==> src/rtl/dmem_arbiter_pkg.sv <==
// dmem_pkg: shared access-size encodings, FSM states, latched command record and request check for dmem_arbiter.
package dmem_pkg;
  localparam int DMEM_ADDR_W = 8;
  localparam int DMEM_DATA_W = 32;
  localparam logic [1:0] SZ_BYTE = 2'b01;
  localparam logic [1:0] SZ_HALF = 2'b10;
  localparam logic [1:0] SZ_WORD = 2'b11;
  typedef enum logic [1:0] {ST_IDLE, ST_ISSUE, ST_RESP} state_e;
  typedef struct packed {
    logic                   we;
    logic [DMEM_ADDR_W-1:0] addr;
    logic [1:0]             size;
    logic                   uns;
    logic [DMEM_DATA_W-1:0] wdata;
    logic                   owner;
  } cmd_t;
  // A request is rejected for an unused size code, an unsigned word load
  // (the memory has no such mode), or a misaligned half/word when checking.
  function automatic logic bad_req(input logic we, input logic [1:0] lsb, input logic [1:0] size,
                                   input logic uns, input logic chk_align);
    return size == 2'b00 || (uns && size == SZ_WORD && !we) ||
           (chk_align && ((size == SZ_HALF && lsb[0]) || (size == SZ_WORD && lsb != 2'b00)));
  endfunction
endpackage

==> src/rtl/dmem_arbiter_if.sv <==
// dmem_port_if: one requester port of dmem_arbiter.
//   master: drives req/we/addr/size/uns/wdata, receives gnt/rvalid/err
//   slave : the arbiter side of the same signals
interface dmem_port_if #(
  parameter int ADDR_W = dmem_pkg::DMEM_ADDR_W,
  parameter int DATA_W = dmem_pkg::DMEM_DATA_W
);
  logic              req, we, uns, gnt, rvalid, err;
  logic [ADDR_W-1:0] addr;
  logic [1:0]        size;
  logic [DATA_W-1:0] wdata;
  modport master (output req, we, addr, size, uns, wdata, input gnt, rvalid, err);
  modport slave (input req, we, addr, size, uns, wdata, output gnt, rvalid, err);
endinterface

==> src/rtl/dmem_arbiter_rr_picker.sv <==
// dmem_rr_picker: 2-way grant selection; sel_o = index of the winning port.
//   clk, rst_n : clock, async active-low reset (rr_last resets to 1 so port 0 wins the first tie)
//   req_i      : {port1, port0} requests
//   adv_i      : a grant is taken this cycle; remember the winner
//   sel_o      : 0 = port 0 wins, 1 = port 1 wins
// DMEM_ARB_FIXED_PRIO_EN: port 0 always wins ties.
module dmem_rr_picker
  import dmem_pkg::*;
(
  input  logic       clk,
  input  logic       rst_n,
  input  logic [1:0] req_i,
  input  logic       adv_i,
  output logic       sel_o
);
  logic rr_last_q;
`ifdef DMEM_ARB_FIXED_PRIO_EN
  assign sel_o = !req_i[0];
`else
  assign sel_o = &req_i ? !rr_last_q : req_i[1];
`endif
  always_ff @(posedge clk or negedge rst_n)
    if (!rst_n) rr_last_q <= 1'b1;
    else if (adv_i) rr_last_q <= sel_o;
endmodule

==> src/rtl/dmem_arbiter.sv <==
// dmem_arbiter: two-port arbiter/sequencer in front of the single-ported data memory.
//   clk, rst_n         : clock, async active-low reset
//   p0, p1             : requester ports (p0 = load/store unit, p1 = debug/DMA loader)
//   rdata              : shared response data, valid with either rvalid
//   mem_*              : data-memory strobes/fields, non-zero only in ISSUE
//   mem_rdata          : registered read data from the memory
// Build option DMEM_ARB_FIXED_PRIO_EN: fixed priority to port 0 instead of round-robin.
module dmem_arbiter
  import dmem_pkg::*;
#(
  parameter int ADDR_W      = DMEM_ADDR_W,
  parameter int DATA_W      = DMEM_DATA_W,
  parameter bit CHECK_ALIGN = 1'b1
) (
  input  logic              clk,
  input  logic              rst_n,
  dmem_port_if.slave        p0,
  dmem_port_if.slave        p1,
  output logic [DATA_W-1:0] rdata,
  output logic [ADDR_W-1:0] mem_addr,
  output logic [DATA_W-1:0] mem_wdata,
  output logic              mem_read,
  output logic              mem_write,
  output logic              mem_signed_unsigned,
  output logic [1:0]        mem_size,
  input  logic [DATA_W-1:0] mem_rdata
);
  state_e state_q;
  cmd_t   cmd_q, cmd_d;
  logic   err_q, sel, gnt, bad, issue, resp;
  dmem_rr_picker u_pick (.clk, .rst_n, .req_i({p1.req, p0.req}), .adv_i(gnt), .sel_o(sel));
  // Qualified by rst_n so no grant is visible while reset is held.
  assign gnt = rst_n && state_q == ST_IDLE && (p0.req || p1.req);
  always_comb begin
    cmd_d.we    = sel ? p1.we : p0.we;
    cmd_d.addr  = sel ? p1.addr : p0.addr;
    cmd_d.size  = sel ? p1.size : p0.size;
    cmd_d.uns   = sel ? p1.uns : p0.uns;
    cmd_d.wdata = sel ? p1.wdata : p0.wdata;
    cmd_d.owner = sel;
  end
  assign bad = bad_req(cmd_d.we, cmd_d.addr[1:0], cmd_d.size, cmd_d.uns, CHECK_ALIGN);
  always_ff @(posedge clk or negedge rst_n)
    if (!rst_n) begin
      state_q <= ST_IDLE;
      cmd_q   <= '0;
      err_q   <= 1'b0;
    end else begin
      case (state_q)
        ST_IDLE:  if (gnt) begin
          cmd_q   <= cmd_d;
          err_q   <= bad;
          state_q <= bad ? ST_RESP : ST_ISSUE;
        end
        ST_ISSUE: state_q <= ST_RESP;
        default:  state_q <= ST_IDLE;
      endcase
    end
  assign issue               = state_q == ST_ISSUE;
  assign resp                = state_q == ST_RESP;
  assign mem_read            = issue && !cmd_q.we;
  assign mem_write           = issue && cmd_q.we;
  assign mem_signed_unsigned = mem_read && cmd_q.uns;
  assign mem_size            = issue ? cmd_q.size : 2'b00;
  assign mem_addr            = issue ? cmd_q.addr : '0;
  assign mem_wdata           = issue ? cmd_q.wdata : '0;
  assign p0.gnt              = gnt && !sel;
  assign p1.gnt              = gnt && sel;
  assign p0.rvalid           = resp && !cmd_q.owner;
  assign p1.rvalid           = resp && cmd_q.owner;
  assign p0.err              = p0.rvalid && err_q;
  assign p1.err              = p1.rvalid && err_q;
  assign rdata               = resp && !cmd_q.we && !err_q ? mem_rdata : '0;
endmodule
==> src/flat_wrapper.sv <==
// flat-port wrapper written by rule: the top's interface ports become plain ports
module dmem_arbiter_flat import dmem_pkg::*;
#(
  parameter int ADDR_W      = DMEM_ADDR_W,
  parameter int DATA_W      = DMEM_DATA_W,
  parameter bit CHECK_ALIGN = 1'b1
)
  (clk, rst_n, rdata, mem_addr, mem_wdata, mem_read, mem_write, mem_signed_unsigned, mem_size, mem_rdata, p0_req, p0_we, p0_addr, p0_size, p0_uns, p0_wdata, p0_gnt, p0_rvalid, p0_err, p1_req, p1_we, p1_addr, p1_size, p1_uns, p1_wdata, p1_gnt, p1_rvalid, p1_err);
  dmem_port_if #(.ADDR_W(ADDR_W), .DATA_W(DATA_W)) p0_i ();
  dmem_port_if #(.ADDR_W(ADDR_W), .DATA_W(DATA_W)) p1_i ();
  input  logic clk;
  input  logic rst_n;
  output logic [DATA_W-1:0] rdata;
  output logic [ADDR_W-1:0] mem_addr;
  output logic [DATA_W-1:0] mem_wdata;
  output logic mem_read;
  output logic mem_write;
  output logic mem_signed_unsigned;
  output logic [1:0] mem_size;
  input  logic [DATA_W-1:0] mem_rdata;
  input wire logic [$bits(p0_i.req)-1:0] p0_req;
  input wire logic [$bits(p0_i.we)-1:0] p0_we;
  input wire logic [$bits(p0_i.addr)-1:0] p0_addr;
  input wire logic [$bits(p0_i.size)-1:0] p0_size;
  input wire logic [$bits(p0_i.uns)-1:0] p0_uns;
  input wire logic [$bits(p0_i.wdata)-1:0] p0_wdata;
  output wire logic [$bits(p0_i.gnt)-1:0] p0_gnt;
  output wire logic [$bits(p0_i.rvalid)-1:0] p0_rvalid;
  output wire logic [$bits(p0_i.err)-1:0] p0_err;
  input wire logic [$bits(p1_i.req)-1:0] p1_req;
  input wire logic [$bits(p1_i.we)-1:0] p1_we;
  input wire logic [$bits(p1_i.addr)-1:0] p1_addr;
  input wire logic [$bits(p1_i.size)-1:0] p1_size;
  input wire logic [$bits(p1_i.uns)-1:0] p1_uns;
  input wire logic [$bits(p1_i.wdata)-1:0] p1_wdata;
  output wire logic [$bits(p1_i.gnt)-1:0] p1_gnt;
  output wire logic [$bits(p1_i.rvalid)-1:0] p1_rvalid;
  output wire logic [$bits(p1_i.err)-1:0] p1_err;
  assign p0_i.req = p0_req;
  assign p0_i.we = p0_we;
  assign p0_i.addr = p0_addr;
  assign p0_i.size = p0_size;
  assign p0_i.uns = p0_uns;
  assign p0_i.wdata = p0_wdata;
  assign p0_gnt = p0_i.gnt;
  assign p0_rvalid = p0_i.rvalid;
  assign p0_err = p0_i.err;
  assign p1_i.req = p1_req;
  assign p1_i.we = p1_we;
  assign p1_i.addr = p1_addr;
  assign p1_i.size = p1_size;
  assign p1_i.uns = p1_uns;
  assign p1_i.wdata = p1_wdata;
  assign p1_gnt = p1_i.gnt;
  assign p1_rvalid = p1_i.rvalid;
  assign p1_err = p1_i.err;
  dmem_arbiter #(.ADDR_W(ADDR_W), .DATA_W(DATA_W), .CHECK_ALIGN(CHECK_ALIGN)) u_core (.clk(clk), .rst_n(rst_n), .p0(p0_i), .p1(p1_i), .rdata(rdata), .mem_addr(mem_addr), .mem_wdata(mem_wdata), .mem_read(mem_read), .mem_write(mem_write), .mem_signed_unsigned(mem_signed_unsigned), .mem_size(mem_size), .mem_rdata(mem_rdata));
endmodule
==> config.mk <==
export PLATFORM = sky130hd
export DESIGN_NAME = dmem_arbiter_flat
export DESIGN_NICKNAME = d
export VERILOG_FILES = /design/src/rtl/dmem_arbiter_pkg.sv /design/src/rtl/dmem_arbiter_if.sv /design/src/rtl/dmem_arbiter_rr_picker.sv /design/src/rtl/dmem_arbiter.sv /design/src/flat_wrapper.sv
export SDC_FILE = /design/constraint.sdc
export NUM_CORES = 1
export LEC_CHECK = 0
export CAP_MARGIN = 0
export CORE_ASPECT_RATIO = 0.8
export CORE_MARGIN = 3
export CORE_UTILIZATION = 38
export DETAILED_ROUTE_END_ITERATION = 6
export PLACE_DENSITY = 0.95
export SYNTH_ARGS = -nofsm -noshare
export SYNTH_HDL_FRONTEND = slang
export SYNTH_SLANG_ARGS = --single-unit
export TNS_END_PERCENT = 50
==> constraint.sdc <==
create_clock -name clk -period 2.59 [get_ports clk]
set_clock_uncertainty 0.05 [all_clocks]
set_input_delay 0.518 -clock clk [delete_from_list [all_inputs] [get_ports clk]]
set_output_delay 0.518 -clock clk [all_outputs]
set_load 0.02 [all_outputs]
==> results.toml <==
[clock_network]
cts_buffer_depth = 2
h-tree-depth = 2
clk_pin_slew_ps = 90
hold_buffers = 0
cts-root-buf = "clkbuf_8"
cts_buffers = 5
cts_resized = 34
clock_latency_ps = 290
cts_tree = "done"
clock_sinks = 49
post_cts_buffers = 0

[power]
swShare = 0.3325
ir_drop_uv = 271.3
power_mw = 2.631
p_int_mw = 1.756
switching_power_mw = 0.8748
powerDensity_mw_per_mm2 = 522.4
comb_power_share = 0.396
seqPwrFrac = 0.433
clockPowerShare = 0.171
p_leak_nw = 2.346

[grt]
top_usage_layer = "met2"
use_met2 = 0.4197
grt_max_degree = 77
track_usage = 0.2237
met1_usage = 0.2255
use_met3 = 0.07809
grt_pass1_wl_microns = 15160
first_global_vias = 3128
globalRouteOverflowTotal = 0
antenna_found_initial = 0

[detailed_routing]
drt-total-wl_microns = 9448
avgRoutedWirePerCell_microns = 15.69
drtIter0Drc = 61
ant_nets = 0
num_vias = 2907
drtPass1Iterations = 4
drc = 0
viasPerCell = 4.829

[synthesis]
synth-seq-cells = 49
netlist_area_sq_mm = 0.002835
syn_nets = 438
yosys.area.top_type = "dfrtp_1"
postSynthCellCount = 314
synth_cell_types = 22
yosys-top-cells-area = "dfrtp_1, and2_1, mux2i_1, o21ai_0, nand2_1"
yosysSeqAreaShare = 0.4329
syn_avg_cell_area_sq_um = 9.029
ys_warn_count = 0
synth_top_area_frac = 0.4237

[die]
dieArea_sq_mm = 0.008540
core_sq_mm = 0.007061
start_util = 0.4016
pin_count = 207
die_x_microns = 102.6
die_h_microns = 83.26
rows = 27

[worst_setup_path]
cp.required_ps = 2020
critPathBufInv = 2
slowest_delay_ps = 610
crit_path_start_kind = "register"
critPathSlowestCell = "clkdlybuf4s50_1"
crit_arrival_ps = 1890
end_kind = "primary output"
crit_chain = "nor2b_2 -> buf_4 -> and2_1 -> clkdlybuf4s50_1"
cp_top_family = "buffers and inverters"
critPathKind = "register to primary output"
cp_max_fo = 25

[final_layout]
drive_gt1_frac = 0.04078
final_nets = 639
area_growth_pct = 77.63
num_antenna_cells = 0
fillCellCount = 543
final_core_util = 0.7133

[outcome]
status = "completed"

[run]
max-cap-violations = 0

[timing]
min_period_over_period = 0.9503
slew_violations = 0
setup_violations = 0
hold_viol = 0
worst_pin_slew_ps = 616.5
grt_setup_unrepaired = "false"
fin_crit_ps = 2461
fmaxAchievable_mhz = 406.3
relSlewSlack = 0.5890

[placed_design]
place_hpwl_microns = 7612
gp_congestion = 0.8178
io_buffers = 206

[worst_hold_path]
hp-class = "primary input to async pin"
## sequential cells by signal (all words and copies together) (netlist names)
| register | cells |
|---|---|
| u_core.cmd_q | 45 |
| u_core.err_q | 1 |
| u_core.u_pick.rr_last_q | 1 |
| u_core.state_q | 2 |
## power by group through the flow
stage	Sequential, mW	Combinational (mW)	Clock, mW
2_1_floorplan	1.11	0.584	0
3_3_place_gp	1.14	1.05	0
3_5_place_dp	1.15	1.09	0
4_1_cts	1.14	1.06	0.466
5_1_grt	1.18	1.16	0.496
6_report	1.14	1.04	0.450
## per-stage QoR
step / setup TNS [ps] / worst slack [ps] / hold slack (ps) / instances / instance area, sq um
final: 0 / 128.8 / 319.4 / 602 / 5036
after global placement: -14.28 / -7.841 / 404.8 / 595 / 4992
after global routing: 0 / 6.388 / 367.7 / 602 / 5036
after CTS: 0 / 95.50 / 341.4 / 602 / 5036
after detailed placement: -46.66 / -27.76 / 413.0 / 595 / 4992
after floorplan: 0 / 675.7 / 172.4 / 314 / 2835
## per-layer routing
metal | routed length, microns | part of all wire | vias to the layer above
li1 | - | - | 1434
met2 | 4856 | 0.51 | 132
met4 | 224 | 0.024 | 0
met1 | 3309 | 0.35 | 1321
met3 | 1057 | 0.11 | 20
met5 | 0 | 0 | -
## cell usage in the layout (no fill, tap or decap), types with 3 or more instances in the layout
master / instances
nand2b_1: 3
a21oi_1: 3
nand2_1: 48
and2_1: 76
inv_1: 5
dfrtp_1: 48
nor2_1: 7
mux2i_1: 43
clkdlybuf4s50_1: 171
dlygate4sd2_1: 34
o21ai_0: 45
buf_4: 8
clkbuf_8: 6
## area by class of cell
type / count / area (sq um) / area share
multi-input combinational: 238 / 1480 / 0.2939
inverter: 5 / 18.77 / 0.003727
sequential: 49 / 1227 / 0.2437
tap: 87 / 108.9 / 0.02161
clock buffer: 7 / 86.33 / 0.01714
timing repair buffer: 216 / 2115 / 0.4199
## synthesized netlist by cell type
cell	n
nor3_2	1
o21ai_0	45
dfrtp_1	48
nor2b_1	3
a21o_1	2
dfstp_2	1
nand2_1	48
a32oi_1	1
a21oi_1	3
and2_1	76
o2111ai_1	2
mux2i_1	43
inv_1	5
nor3_1	2
o211ai_1	1
buf_2	2
a21boi_2	1
clkbuf_1	11
clkbuf_4	1
nor2_1	7
nand2b_1	3
buf_4	8
## worst paths after layout
check | from | to | slack [ps] | cells after the start
worst max-delay path | u_core.state_q[1]$_DFFE_PN0P_ | mem_wdata[16] | 130 | 4
worst min-delay path | rst_n | u_core.cmd_q[15]$_DFFE_PN0P_ | 320 | 2
worst max register to register | u_core.state_q[1]$_DFFE_PN0P_ | u_core.cmd_q[21]$_DFFE_PN0P_ | 980 | 4
worst min register to register | u_core.cmd_q[2]$_DFFE_PN0P_ | u_core.cmd_q[2]$_DFFE_PN0P_ | 420 | 2
max in group asynchronous | rst_n | u_core.cmd_q[38]$_DFFE_PN0P_ | 1760 | 2
min in group clk | u_core.cmd_q[2]$_DFFE_PN0P_ | u_core.cmd_q[2]$_DFFE_PN0P_ | 420 | 2
## cells by family (layout without fill, tap and decap cells)
logic type | count (synthesis) | after routing | synth area share
flip-flops | 49 | 49 | 0.4329
AO/OA/AOI/OAI | 55 | 55 | 0.1059
buffers and inverters | 27 | 228 | 0.04855
multiplexers | 43 | 43 | 0.1518
AND/OR/NAND/NOR | 140 | 140 | 0.2608
## worst reg2reg max path: cells and delay by family (launching register included)
kind                   cells  cell delay (ps)
AO/OA/AOI/OAI              2              360
flip-flops                 1              410
AND/OR/NAND/NOR            1               90
buffers and inverters      1              560
No activity file was read; power rests on OpenSTA's default activity.
